<file path="src/rtl/if_fetch_stage.sv">
// if_fetch_stage: instruction-fetch stage. Owns the fetch PC, issues the
// instruction-memory request and registers the fetched word into the IF/ID
// latch. A one-word skid register catches memory data that arrives in the
// same cycle as a hazard stall, so no fetch is lost or repeated.
// Optional build macro: FETCH_PERF_CNT_EN adds stall/flush event counters.
module if_fetch_stage #(
  parameter logic [31:0] RESET_PC  = 32'h0000_0000,
  parameter logic [31:0] NOP_INSTR = 32'h0000_0000
) (
  input  logic        clk_i,
  input  logic        rst_n_i,
  input  logic        start_i,
  input  logic        hd_stall_i,
  input  logic        flush_i,
  input  logic [31:0] redirect_pc_i,
  output logic        imem_req_o,
  output logic [31:0] imem_addr_o,
  input  logic        imem_ready_i,
  input  logic [31:0] imem_rdata_i,
  output logic [31:0] pc_o,
  output logic        ifid_valid_o,
  output logic [31:0] ifid_pc_o,
  output logic [31:0] ifid_pc4_o,
  output logic [31:0] ifid_instr_o
`ifdef FETCH_PERF_CNT_EN
  ,
  output logic [31:0] stall_cnt_o,
  output logic [31:0] flush_cnt_o
`endif
);

  typedef enum logic [1:0] {
    IDLE  = 2'd0,
    FETCH = 2'd1,
    STALL = 2'd2
  } state_t;

  state_t      state_q;
  logic [31:0] pc_q;
  logic [31:0] skid_q;
  logic        ifid_valid_q;
  logic [31:0] ifid_pc_q;
  logic [31:0] ifid_pc4_q;
  logic [31:0] ifid_instr_q;

  // PC + 4, wrapping modulo 2^32.
  logic [31:0] pc_plus4_d;
  assign pc_plus4_d = pc_q + 32'd4;

  // Fetch FSM with PC, skid and IF/ID latch; priority flush > !start > stall > ready.
  always_ff @(posedge clk_i or negedge rst_n_i) begin
    if (!rst_n_i) begin
      state_q      <= IDLE;
      pc_q         <= RESET_PC;
      skid_q       <= NOP_INSTR;
      ifid_valid_q <= 1'b0;
      ifid_pc_q    <= 32'h0;
      ifid_pc4_q   <= 32'h0;
      ifid_instr_q <= NOP_INSTR;
    end else if (flush_i) begin
      // Redirect wins over everything; any data returned this cycle is dropped.
      pc_q <= redirect_pc_i;
      if (state_q != IDLE) begin
        ifid_valid_q <= 1'b0;
        ifid_instr_q <= NOP_INSTR;
        skid_q       <= NOP_INSTR;
        state_q      <= start_i ? FETCH : IDLE;
      end
    end else begin
      case (state_q)
        IDLE: begin
          if (start_i) state_q <= FETCH;
        end
        FETCH: begin
          if (!start_i) begin
            // Halt: the PC stays at the address not yet consumed.
            state_q      <= IDLE;
            ifid_valid_q <= 1'b0;
            skid_q       <= NOP_INSTR;
          end else if (hd_stall_i) begin
            if (imem_ready_i) begin
              skid_q  <= imem_rdata_i;
              state_q <= STALL;
            end
          end else if (imem_ready_i) begin
            ifid_valid_q <= 1'b1;
            ifid_pc_q    <= pc_q;
            ifid_pc4_q   <= pc_plus4_d;
            ifid_instr_q <= imem_rdata_i;
            pc_q         <= pc_plus4_d;
          end else begin
            // Memory not ready: insert a bubble, keep requesting the same PC.
            ifid_valid_q <= 1'b0;
            ifid_instr_q <= NOP_INSTR;
          end
        end
        STALL: begin
          if (!start_i) begin
            state_q      <= IDLE;
            ifid_valid_q <= 1'b0;
            skid_q       <= NOP_INSTR;
          end else if (!hd_stall_i) begin
            // Hand the captured word to decode; the next request follows next cycle.
            ifid_valid_q <= 1'b1;
            ifid_pc_q    <= pc_q;
            ifid_pc4_q   <= pc_plus4_d;
            ifid_instr_q <= skid_q;
            pc_q         <= pc_plus4_d;
            state_q      <= FETCH;
          end
        end
        default: state_q <= IDLE;
      endcase
    end
  end

  assign imem_req_o   = (state_q == FETCH);
  assign imem_addr_o  = pc_q;
  assign pc_o         = pc_q;
  assign ifid_valid_o = ifid_valid_q;
  assign ifid_pc_o    = ifid_pc_q;
  assign ifid_pc4_o   = ifid_pc4_q;
  assign ifid_instr_o = ifid_instr_q;

`ifdef FETCH_PERF_CNT_EN
  logic [31:0] stall_cnt_q;
  logic [31:0] flush_cnt_q;

  // Event counters: stall cycles outside IDLE and flush cycles, wrapping.
  always_ff @(posedge clk_i or negedge rst_n_i) begin
    if (!rst_n_i) begin
      stall_cnt_q <= 32'h0;
      flush_cnt_q <= 32'h0;
    end else begin
      if (hd_stall_i && (state_q != IDLE)) stall_cnt_q <= stall_cnt_q + 32'd1;
      if (flush_i) flush_cnt_q <= flush_cnt_q + 32'd1;
    end
  end

  assign stall_cnt_o = stall_cnt_q;
  assign flush_cnt_o = flush_cnt_q;
`endif

endmodule
</file>
<file path="config.mk">
export PLATFORM = sky130hd
export DESIGN_NAME = if_fetch_stage
export DESIGN_NICKNAME = d
export VERILOG_FILES = /design/src/rtl/if_fetch_stage.sv
export SDC_FILE = /design/constraint.sdc
export NUM_CORES = 1
export LEC_CHECK = 0
export BUFFER_PORTS_ARGS = -buffer_cell sky130_fd_sc_hd__buf_2
export CAP_MARGIN = 20
export CORE_ASPECT_RATIO = 1.75
export CORE_MARGIN = 2
export CORE_UTILIZATION = 30
export DETAILED_ROUTE_END_ITERATION = 12
export HOLD_SLACK_MARGIN = 0.1
export PLACE_DENSITY = 0.58
export SLEW_MARGIN = 20
export SYNTH_ARGS = -nofsm -noshare
export SYNTH_HDL_FRONTEND = slang
export SYNTH_SLANG_ARGS = --single-unit
</file>
<file path="constraint.sdc">
create_clock -name clk_i -period 3.65 [get_ports clk_i]
set_clock_uncertainty 0.1 [all_clocks]
set_input_delay 0.73 -clock clk_i [delete_from_list [all_inputs] [get_ports clk_i]]
set_output_delay 0.73 -clock clk_i [all_outputs]
set_load 0.02 [all_outputs]
</file>
==> run summary, run 1 <==
Mean number of vias per cell: 4.855
Maximum fanout along the worst path: 10
Initial antenna violation count: 3
Actual transition at the worst max-transition pin: 0.8775 ns
Final clock period utilization by the worst path: 0.7219
Share of synthesized flip-flops with an asynchronous set or reset: 1.000
Fmax: 0.3795 GHz
Die Width: 124.9 µm
Clk buf depth: 2
Largest area contributor in the synthesized netlist: sky130_fd_sc_hd__dfrtp_1
Launching element of the worst setup path: imem_addr_o[10]
Count of final hold-check violations: 0
Worst-case reg-to-reg path depth: 5
Number of failing setup endpoints in the final timing report: 0
Half-perimeter wire length after placement: 16.38 mm
Total of flip-flops plus latches after synthesis: 161
Iteration-0 DRC count of the detailed router: 439
Critical path required time: 3.88 ns
Initial cell density of the core: 0.3039
Final net count: 1102
Total gr overflow: 0
Clock Root Buffer: sky130_fd_sc_hd__clkbuf_16
Worst hold margin: 0.1506 ns
TritonCTS clock tree: yes
Clk_lat worst skew: 0.45 ns
P&R area growth vs syn: 24.19%
Startpoint of the lowest-slack register-to-register path: imem_addr_o[10]
Clock sink count: 161
Pre-CTS setup slack: 0.9186 ns
Setup Buffers After CTS: 0
Cell area after technology mapping: 0.007670 mm²
ANT nets after route: 0
Clock slew at reported path FFs: 0.07 ns
Commonest non-fill, non-tap cells in the layout: sky130_fd_sc_hd__nand2_1 (255), sky130_fd_sc_hd__buf_2 (229), sky130_fd_sc_hd__dfrtp_1 (161), sky130_fd_sc_hd__o21ai_0 (80)
Worst ir drop on vdd: 0.3030 mV
Post-cts gate resize count: 0
Max-slew headroom: 0.4137
Fraction of layout cells with a size suffix above 1: 0.2826
Leading register cell type out of synthesis: sky130_fd_sc_hd__dfrtp_1
Final critical delay including setup and external delays: 2.635 ns
Length of the first detailed-routing pass in iterations: 5
Synth Net Count: 933
Max capacitance violation total: 0
Final Max Slew Viols: 0
H-tree depth: 4
RSZ-0062 raised after global routing: false
Number of enable flip-flop cells after synthesis: 0
Average wire per standard cell: 17.21 µm
Vert. Die Dim: 215.5 µm
Gate count of the mapped netlist: 862
Crit path arrival time: 2.86 ns
Placement Rows: 77
Worst Setup End Kind: flop
Top cells by area, synth: sky130_fd_sc_hd__dfrtp_1 (53%), sky130_fd_sc_hd__nand2_1 (12%), sky130_fd_sc_hd__o21ai_0 (5.2%), sky130_fd_sc_hd__and3_1 (3.7%), sky130_fd_sc_hd__buf_4 (3.6%)
Total power per unit cell area: 554.1 mW/mm²
Cts-stage hold buffer count: 0
Fill cell instance count of the final layout: 2599
DRC viols: 0
Category of the worst setup path launch point: flop
Total wirelength of the detailed-routed design: 23.46 mm
Via count of the first global-routing pass: 6597
Hold/Removal Path Class: in -> async
Final weighted congestion in routability-driven placement: 0.7821
Count of non-filler cells in the finished layout: 1363
Yosys warning count: 0
Most common cell after layout, fill and taps aside: sky130_fd_sc_hd__nand2_1
Top-Level Pins: 232
Worst setup path class: reg -> reg
Distinct cells, synth: 45
Core Box Area: 0.02524 mm²
Placed insts: 1328
Count of buffers from port buffering: 231
Number of vias in the routed layout: 6617
Final Core Density: 0.3774
Leakage power figure: 0.004753 µW
Post-route setup TNS: 0 ns
Cts bufs inserted: 17
Die Footprint: 0.02691 mm²
Wire length of the first global-routing pass: 37.39 mm
Register area share after synthesis: 0.5253
Worst reg2reg endpoint: imem_addr_o[29]
Critical path capture point: imem_addr_o[29]
Worst path setup slack after routing: 1.015 ns
Pin count of the biggest net entering global routing: 69
Per-instance average area after synthesis: 8.898 µm²
Top cell type's share of synthesized area: 0.5253
Setup slack of the most critical reg-to-reg path: 1.02 ns
Overall routing resource usage: 0.1786
Status: complete, no violations
state kept, by name (all words and copies together) (netlist names):
register,count
skid_q,32
ifid_valid_o,1
ifid_instr_o,32
state_q,2
imem_addr_o,32
ifid_pc_o,32
ifid_pc4_o,30
power by group:
part           switching, µW  internal (µW)  total [µW]
clock                    774           1040        1820
sequential               212           2060        2270
combinational            792            395        1190
total                   1780           3500        5280
worst max-delay path: stages, from the launching register on:
cell and delay, ns:
sky130_fd_sc_hd__dfrtp_1 0.55, sky130_fd_sc_hd__nand4_2 0.28, sky130_fd_sc_hd__or4_1 0.68, sky130_fd_sc_hd__or4_4 0.48, sky130_fd_sc_hd__o211a_1 0.22, sky130_fd_sc_hd__a211o_1 0.22
metrics by stage:
step | instance area [µm²] | power (µW)
global route | 9525 | 5557
global placement | 8927 | 3494
CTS | 9518 | 5361
detailed placement | 8927 | 3511
floorplan | 7670 | 3034
finish | 9525 | 5278
worst min-delay path by stage:
| stage | from | endpoint | slack [ns] | cells past startpoint |
|---|---|---|---|---|
| CTS | rst_n_i | ifid_pc_o[5] | 0.16 | 1 |
| global placement | ifid_instr_o[15] | ifid_instr_o[15] | 0.36 | 2 |
| finish | rst_n_i | ifid_pc_o[5] | 0.15 | 1 |
| detailed placement | ifid_pc_o[4] | ifid_pc_o[4] | 0.36 | 2 |
| global route | rst_n_i | ifid_pc_o[5] | 0.18 | 1 |
| floorplan | rst_n_i | ifid_instr_o[0] | 0.33 | 0 |
logic make-up after synthesis:
| family | share of synthesized area |
|---|---|
| compound gates | 0.1455 |
| xor+xnor | 0.04339 |
| fa+ha+maj | 0.001631 |
| buf+inv | 0.07015 |
| flops | 0.5253 |
| mux | 0.002936 |
| simple gates | 0.2111 |
synthesized netlist by cell type, types with 2 or more instances:
cell type / n
sky130_fd_sc_hd__nand2_1: 255
sky130_fd_sc_hd__dfrtp_1: 161
sky130_fd_sc_hd__o21ai_0: 80
sky130_fd_sc_hd__clkbuf_1: 57
sky130_fd_sc_hd__a21oi_1: 45
sky130_fd_sc_hd__and3_1: 45
sky130_fd_sc_hd__buf_4: 37
sky130_fd_sc_hd__o31ai_1: 33
sky130_fd_sc_hd__xor2_1: 21
sky130_fd_sc_hd__xnor2_1: 17
sky130_fd_sc_hd__nor2_1: 15
sky130_fd_sc_hd__nand3_1: 14
sky130_fd_sc_hd__nand4_1: 10
sky130_fd_sc_hd__nor3_1: 10
sky130_fd_sc_hd__a22oi_1: 5
sky130_fd_sc_hd__buf_2: 4
sky130_fd_sc_hd__inv_1: 4
sky130_fd_sc_hd__nand2b_1: 4
sky130_fd_sc_hd__a211o_1: 3
sky130_fd_sc_hd__nor4_1: 3
sky130_fd_sc_hd__o211ai_1: 3
sky130_fd_sc_hd__o22ai_1: 3
sky130_fd_sc_hd__or3_1: 3
sky130_fd_sc_hd__a211oi_1: 2
sky130_fd_sc_hd__a21o_1: 2
sky130_fd_sc_hd__buf_1: 2
sky130_fd_sc_hd__mux2_2: 2
sky130_fd_sc_hd__nor2b_1: 2
sky130_fd_sc_hd__o211a_1: 2
sky130_fd_sc_hd__o221a_2: 2
sky130_fd_sc_hd__o221ai_1: 2
layer usage:
layer / vias up / track usage / routed length (µm) / part of all wire
met5: - / 0 / 0 / 0
li1: 3228 / - / - / -
met1: 3171 / 0.2093 / 9625 / 0.41
met4: 0 / 0.08444 / 747 / 0.032
met2: 178 / 0.3104 / 12160 / 0.52
met3: 40 / 0.03818 / 927 / 0.040
cell type report:
class                      count  area, µm²  share of cell area
antenna                        3      7.507           0.0007881
clock buffer                  20      456.7             0.04794
clock inverter                12      133.9             0.01405
inverter                       5      18.77            0.001970
multi-input combinational    596       3164              0.3322
sequential                   161       4029              0.4230
tap                          316      395.4             0.04151
timing repair buffer         250       1320              0.1386
Note: power is estimated with default switching activity, not from simulation.
==> inputs of run 2 (changes only) <==
--- a/config.mk
+++ b/config.mk
@@ -12,7 +12,7 @@
 export CORE_UTILIZATION = 30
 export DETAILED_ROUTE_END_ITERATION = 12
 export HOLD_SLACK_MARGIN = 0.1
-export PLACE_DENSITY = 0.58
+export PLACE_DENSITY = 0.6
 export SLEW_MARGIN = 20
 export SYNTH_ARGS = -nofsm -noshare
 export SYNTH_HDL_FRONTEND = slang
==> constraint.sdc (replaced) <==
create_clock -name clk_i -period 2.3 [get_ports clk_i]
set_clock_uncertainty 0.1 [all_clocks]
set_input_delay 0.46 -clock clk_i [delete_from_list [all_inputs] [get_ports clk_i]]
set_output_delay 0.46 -clock clk_i [all_outputs]
set_load 0.02 [all_outputs]
==> run 2 against run 1 <==
Hold slack got worse by 0.019 ns; largest cell class unchanged; first-iteration DRC count down 32%; combinational power is 76% higher.
==> run summary, run 2 (synthesized netlist as in run 1, its figures left out) <==
Status: complete, no violations
Fraction of layout cells with a size suffix above 1: 0.3205 (+0.03791)
Initial cell density of the core: 0.3039 (unchanged)
Clk buf depth: 2 (unchanged)
Max capacitance violation total: 0 (unchanged)
Fraction of met3 tracks used by global routing: 0.03446 (-0.003718)
Count of final hold-check violations: 0 (unchanged)
P&R area growth vs syn: 29.49%
Count of buffers from port buffering: 231 (unchanged)
Total power per unit cell area: 848.9 mW/mm² (+53%)
Worst hold margin: 0.1316 ns (-0.01903 ns)
ANT nets after route: 0 (unchanged)
Critical path required time: 2.54 ns (-1.34 ns)
Most common cell after layout, fill and taps aside: sky130_fd_sc_hd__nand2_1
Placed standard-cell area: 0.009298 mm² (+4.1%)
Overall routing resource usage: 0.1821 (+0.003507)
Setup Buffers After CTS: 0 (unchanged)
Clock slew at reported path FFs: 0.07 ns (about the same)
Commonest non-fill, non-tap cells in the layout: sky130_fd_sc_hd__nand2_1 (255), sky130_fd_sc_hd__buf_2 (229), sky130_fd_sc_hd__dfrtp_1 (149), sky130_fd_sc_hd__o21ai_0 (80), sky130_fd_sc_hd__buf_4 (55)
H-tree depth: 4 (unchanged)
Design Area, Final: 0.009932 mm² (+4.3%)
Final clock period utilization by the worst path: 0.9301 (+0.2082)
Met1 track demand over resource in global routing: 0.2070 (-0.002256)
Actual transition at the worst max-transition pin: 0.6181 ns (-0.2594 ns)
Crit path arrival time: 2.38 ns (-0.48 ns)
Total gr overflow: 0 (unchanged)
Post-route setup TNS: 0 ns (unchanged)
Final Max Slew Viols: 0 (unchanged)
Placement Rows: 77 (unchanged)
Fmax: 0.4674 GHz (+23%)
TritonCTS clock tree: yes
Final weighted congestion in routability-driven placement: 0.8215 (+5.0%)
GR peak layer: met2
Total wirelength of the detailed-routed design: 23.98 mm (+2.2%)
Initial antenna violation count: 1 (-2)
Average wire per standard cell: 17.06 µm (-0.89%)
Length of the first detailed-routing pass in iterations: 5 (unchanged)
Clock Root Buffer: sky130_fd_sc_hd__clkbuf_16
Worst path max stage delay: 0.52 ns (-0.16 ns)
Core Box Area: 0.02524 mm² (unchanged)
GRT met2 Usage: 0.3310 (+0.02058)
Critical Path Slowest Stage Cell: sky130_fd_sc_hd__or4_4
Clk_lat worst skew: 0.46 ns (about the same)
Worst ir drop on vdd: 0.5438 mV (+79%)
Wire length of the first global-routing pass: 38.16 mm (+2.0%)
Pin count of the biggest net entering global routing: 65 (-5.8%)
Cell-by-cell listing of the critical path: nand4_4 > or3_1 > or4_4 > o211a_1 > a211o_1
Number of failing setup endpoints in the final timing report: 0 (unchanged)
Via count of the first global-routing pass: 6682 (+1.3%)
Final net count: 1147 (+4.1%)
Final Core Density: 0.3935 (+0.01611)
Worst Setup End Kind: flop
Count of non-filler cells in the finished layout: 1406 (+3.2%)
Leakage power figure: 0.004959 µW (+4.3%)
Number of vias in the routed layout: 6780 (+2.5%)
Top-Level Pins: 232 (unchanged)
Category of the worst setup path launch point: flop
Placed insts: 1368 (+3.0%)
Clock sink count: 161 (unchanged)
Fill cell instance count of the final layout: 2592 (-0.27%)
DRC viols: 0 (unchanged)
Cts bufs inserted: 17 (unchanged)
Die Footprint: 0.02691 mm² (unchanged)
Maximum fanout along the worst path: 7 (-3)
Mean number of vias per cell: 4.822 (-0.67%)
RSZ-0062 raised after global routing: false
Iteration-0 DRC count of the detailed router: 298 (-32%)
Final critical delay including setup and external delays: 2.139 ns (-0.4956 ns)
Worst setup path class: reg -> reg
Max-slew headroom: 0.5879 (+0.1742)
Vert. Die Dim: 215.5 µm (unchanged)
Half-perimeter wire length after placement: 17.68 mm (+8.0%)
Die Width: 124.9 µm (unchanged)
Hold/Removal Path Class: in -> reg
[run 2: cell types whose count changed in the layout (fill, tap and decap cells not counted), moves of 2 or more]
cell | previous run | this run
sky130_fd_sc_hd__buf_12 | 1 | 5
sky130_fd_sc_hd__dfrtp_1 | 161 | 149
sky130_fd_sc_hd__clkinv_2 | 3 | 0
sky130_fd_sc_hd__diode_2 | 3 | 1
sky130_fd_sc_hd__dfrtp_2 | 0 | 12
sky130_fd_sc_hd__buf_4 | 19 | 55
sky130_fd_sc_hd__inv_6 | 1 | 5
sky130_fd_sc_hd__clkbuf_8 | 2 | 0
sky130_fd_sc_hd__dlygate4sd3_1 | 0 | 5
sky130_fd_sc_hd__inv_8 | 0 | 2
[run 2: layer usage]
| metal | vias to the layer above | part of all wire | routed length (µm) |
|---|---|---|---|
| met5 | - | 0 | 0 |
| met3 | 26 | 0.038 | 901 |
| met4 | 0 | 0.024 | 587 |
| met2 | 165 | 0.54 | 13000 |
| li1 | 3322 | - | - |
| met1 | 3267 | 0.40 | 9491 |
[run 2: area by class of cell]
type / instances / area, µm² / area share
sequential: 161 / 4044 / 0.4072
multi-input combinational: 596 / 3176 / 0.3197
timing repair buffer: 295 / 1720 / 0.1732
clock buffer: 18 / 429.2 / 0.04321
tap: 316 / 395.4 / 0.03981
clock inverter: 14 / 146.4 / 0.01474
inverter: 5 / 18.77 / 0.001890
antenna: 1 / 2.502 / 0.0002520
[run 2: power by group]
part	total, µW	internal, µW	switching [µW]	leakage (µW)
clock	2820	1530	1290	0.000276
sequential	3520	3270	246	0.00207
combinational	2090	708	1380	0.00261
total	8430	5510	2930	0.00496
[run 2: what timing repair did]
item / in CTS / in global routing
endpoints found under the setup margin: 0 / 1
hold endpoints to repair: 43 / 0
hold buffers: 5 / 0
gates resized for setup: 0 / 1
[run 2: path summary, 6_finish.rpt]
check | start | to | slack (ns) | cells after the start
worst max-delay path | imem_addr_o[6] | imem_addr_o[29] | 0.16 | 5
worst min-delay path | redirect_pc_i[25] | imem_addr_o[25] | 0.13 | 3
worst max register to register | imem_addr_o[6] | imem_addr_o[29] | 0.16 | 5
worst min register to register | ifid_instr_o[8] | ifid_instr_o[8] | 0.37 | 2
max in group asynchronous | rst_n_i | skid_q[26] | 1.02 | 3
min in group asynchronous | rst_n_i | ifid_pc_o[5] | 0.41 | 2
[run 2: critical path, delay by kind of cell, from the launching register on]
kind / cells / cell delay (ns)
AO/OA/AOI/OAI: 2 / 0.43
AND/OR/NAND/NOR: 3 / 1.11
flip-flops: 1 / 0.39
[run 2: stage by stage]
step / power, µW / setup slack, ns
after global placement: 5666 / 0.1751
after global routing: 8880 / 0.01487
final: 8432 / 0.1607
after CTS: 8551 / 0.1386
after detailed placement: 5695 / 0.1487
after floorplan: 4828 / -0.08288
==> inputs of run 3 (changes only) <==
==> constraint.sdc (replaced) <==
create_clock -name clk_i -period 2.3 [get_ports clk_i]
set_clock_uncertainty 0.1 [all_clocks]
set_input_delay 0.46 -clock clk_i [delete_from_list [all_inputs] [get_ports clk_i]]
set_output_delay 0.46 -clock clk_i [all_outputs]
set_load 0.01 [all_outputs]
==> run 3 against run 2 <==
Hold slack is essentially flat; sequential share of layout area shrank 0.28 points; global-route usage shrank 0.68 points; fmax shrank 1.3%; flip-flop and latch count is the same; critical path type unchanged; setup slack lost 0.029 ns.
==> run summary, run 3 (synthesized netlist as in run 1, its figures left out) <==
Net switching power of the design: 2561 µW (-12%)
Top-Level Pins: 232 (unchanged)
Clock slew at reported path FFs: 0.07 ns (about the same)
Top routing layer in use: met4
Most common cell after layout, fill and taps aside: sky130_fd_sc_hd__nand2_1
Setup slack of the most critical reg-to-reg path: 0.13 ns (-0.03 ns)
Count of buffers from port buffering: 231 (unchanged)
TritonCTS clock tree: yes
Initial cell density of the core: 0.3039 (unchanged)
Total wirelength of the detailed-routed design: 23.32 mm (-2.8%)
Worst reg2reg endpoint: imem_addr_o[29]
Setup Buffers After CTS: 0 (unchanged)
Iteration-0 DRC count of the detailed router: 267 (-10%)
Mean number of vias per cell: 4.802 (-0.42%)
Total gr overflow: 0 (unchanged)
Worst setup path class: reg -> reg
Hold/Removal Path Class: in -> reg
Final net count: 1146 (-0.087%)
Delay-heaviest family, CP: simple AND/OR/NAND/NOR gates
Wire length of the first global-routing pass: 36.98 mm (-3.1%)
Worst-case reg-to-reg path depth: 5 (unchanged)
DRC viols: 0 (unchanged)
Via count of the first global-routing pass: 6706 (+0.36%)
Final clock period utilization by the worst path: 0.9425 (+0.01242)
Crit path arrival time: 2.40 ns (+0.02 ns)
Clk_lat worst skew: 0.45 ns (about the same)
Startpoint of the lowest-slack register-to-register path: imem_addr_o[6]
Final Max Slew Viols: 0 (unchanged)
Combined buffer and inverter count along the critical path: 0 (unchanged)
Number of vias in the routed layout: 6747 (-0.49%)
Final critical delay including setup and external delays: 2.168 ns (+0.02857 ns)
Proportion of power drawn by combinational gates: 0.208 (-0.040)
Clk network pwr share: 0.367 (+0.033)
Clock Root Buffer: sky130_fd_sc_hd__clkbuf_16
Die Width: 124.9 µm (unchanged)
Reg power frac: 0.425 (+0.008)
Max-slew headroom: 0.6056 (+0.01771)
Cell internal power dissipation: 5720 µW (+3.9%)
Fraction of layout cells with a size suffix above 1: 0.3079 (-0.01257)
Share of total power consumed by net switching: 0.3092 (-0.03774)
Clock sink count: 161 (unchanged)
Die Footprint: 0.02691 mm² (unchanged)
Maximum fanout along the worst path: 7 (unchanged)
ANT nets after route: 0 (unchanged)
Detail Route met3 WL: 1.046 mm (+16%)
Launching element of the worst setup path: imem_addr_o[6]
Routed metal-1 wire length: 9.264 mm (-2.4%)
Status: complete, no violations
Fill cell instance count of the final layout: 2622 (+1.2%)
Worst path max stage delay: 0.52 ns (about the same)
Half-perimeter wire length after placement: 16.63 mm (-6.0%)
RSZ-0062 raised after global routing: false
Final weighted congestion in routability-driven placement: 0.7828 (-4.7%)
Worst Setup End Kind: flop
Placement Rows: 77 (unchanged)
Max capacitance violation total: 0 (unchanged)
Length of the first detailed-routing pass in iterations: 4 (-1)
Initial antenna violation count: 1 (unchanged)
Critical Path Slowest Stage Cell: sky130_fd_sc_hd__or4_4
Overall routing resource usage: 0.1753 (-0.006781)
P&R area growth vs syn: 29.93%
Pin count of the biggest net entering global routing: 79 (+22%)
Count of non-filler cells in the finished layout: 1405 (-0.071%)
Actual transition at the worst max-transition pin: 0.5916 ns (-0.02656 ns)
Count of final hold-check violations: 0 (unchanged)
Post-cts gate resize count: 0 (unchanged)
Critical path required time: 2.53 ns (about the same)
Total power per unit cell area: 830.9 mW/mm² (-2.1%)
Cell-by-cell listing of the critical path: nand4_4 > or3_1 > or4_4 > o211a_1 > a211o_1
Clk buf depth: 2 (unchanged)
Number of failing setup endpoints in the final timing report: 0 (unchanged)
Depth of the critical timing path with buffers and inverters included: 5 (unchanged)
Fmax: 0.4613 GHz (-1.3%)
Leakage power figure: 0.005005 µW (+0.93%)
Commonest non-fill, non-tap cells in the layout: sky130_fd_sc_hd__nand2_1 (255), sky130_fd_sc_hd__buf_2 (229), sky130_fd_sc_hd__dfrtp_1 (160), sky130_fd_sc_hd__o21ai_0 (80), sky130_fd_sc_hd__buf_4 (51)
Worst ir drop on vdd: 0.4569 mV (-16%)
Worst hold margin: 0.1320 ns (+0.0004610 ns)
Vert. Die Dim: 215.5 µm (unchanged)
Average wire per standard cell: 16.60 µm (-2.7%)
Placed insts: 1366 (-0.15%)
Critical path capture point: imem_addr_o[29]
Category of the worst setup path launch point: flop
Routed wire length on met2: 12.29 mm (-5.5%)
H-tree depth: 4 (unchanged)
Core Box Area: 0.02524 mm² (unchanged)
Cts bufs inserted: 17 (unchanged)
[run 3: routing by layer]
layer  up-vias  track usage
met5         -            0
met4         0      0.08148
met3        41      0.03446
met2       186       0.3177
met1      3208       0.1967
li1       3312            -
[run 3: through the flow]
stage | cell area [µm²] | setup slack [ns] | setup TNS, ns | util | total power [µW]
after floorplan | 7691 | -0.06901 | -0.06901 | - | 4473
after global placement | 9284 | 0.1719 | 0 | 0.3678 | 5282
after detailed placement | 9284 | 0.1209 | 0 | 0.3678 | 5316
after CTS | 9963 | 0.1183 | 0 | 0.3947 | 8415
after global routing | 9966 | 0.02062 | 0 | 0.3948 | 8710
final | 9966 | 0.1322 | 0 | 0.3948 | 8280
[run 3: worst min path at each step]
| stage | from | endpoint | cells after the start |
|---|---|---|---|
| after floorplan | rst_n_i | ifid_instr_o[0] | 0 |
| after global placement | ifid_pc_o[6] | ifid_pc_o[6] | 2 |
| after detailed placement | ifid_pc_o[12] | ifid_pc_o[12] | 2 |
| after CTS | redirect_pc_i[15] | imem_addr_o[15] | 3 |
| after global routing | redirect_pc_i[15] | imem_addr_o[15] | 3 |
| final | redirect_pc_i[23] | imem_addr_o[23] | 3 |
[run 3: power by group through the flow]
stage,logic (µW),clock network (µW),registers [µW]
2_1_floorplan,700,0,3770
3_3_place_gp,1720,0,3560
3_5_place_dp,1750,0,3570
4_1_cts,1760,3140,3520
5_1_grt,1920,3220,3570
6_report,1720,3040,3520
[run 3: timing repair]
item | CTS | global route
endpoints found under the setup margin | 0 | 0
endpoints found under the hold margin | 59 | 0
hold buffers | 6 | 0
[run 3: worst register-to-register path: cells and delay by family, from the launching register on]
kind	cells	cell delay, ns
AO/OA/AOI/OAI	2	0.44
flip-flops	1	0.40
AND/OR/NAND/NOR	3	1.12
[run 3: final cells by class]
class	instances	area [µm²]	share of cell area
sequential	161	4030	0.4044
multi-input combinational	596	3159	0.3170
timing repair buffer	294	1740	0.1746
clock buffer	17	425.4	0.04269
tap	316	395.4	0.03967
clock inverter	15	193.9	0.01946
inverter	5	18.77	0.001883
antenna	1	2.502	0.0002511
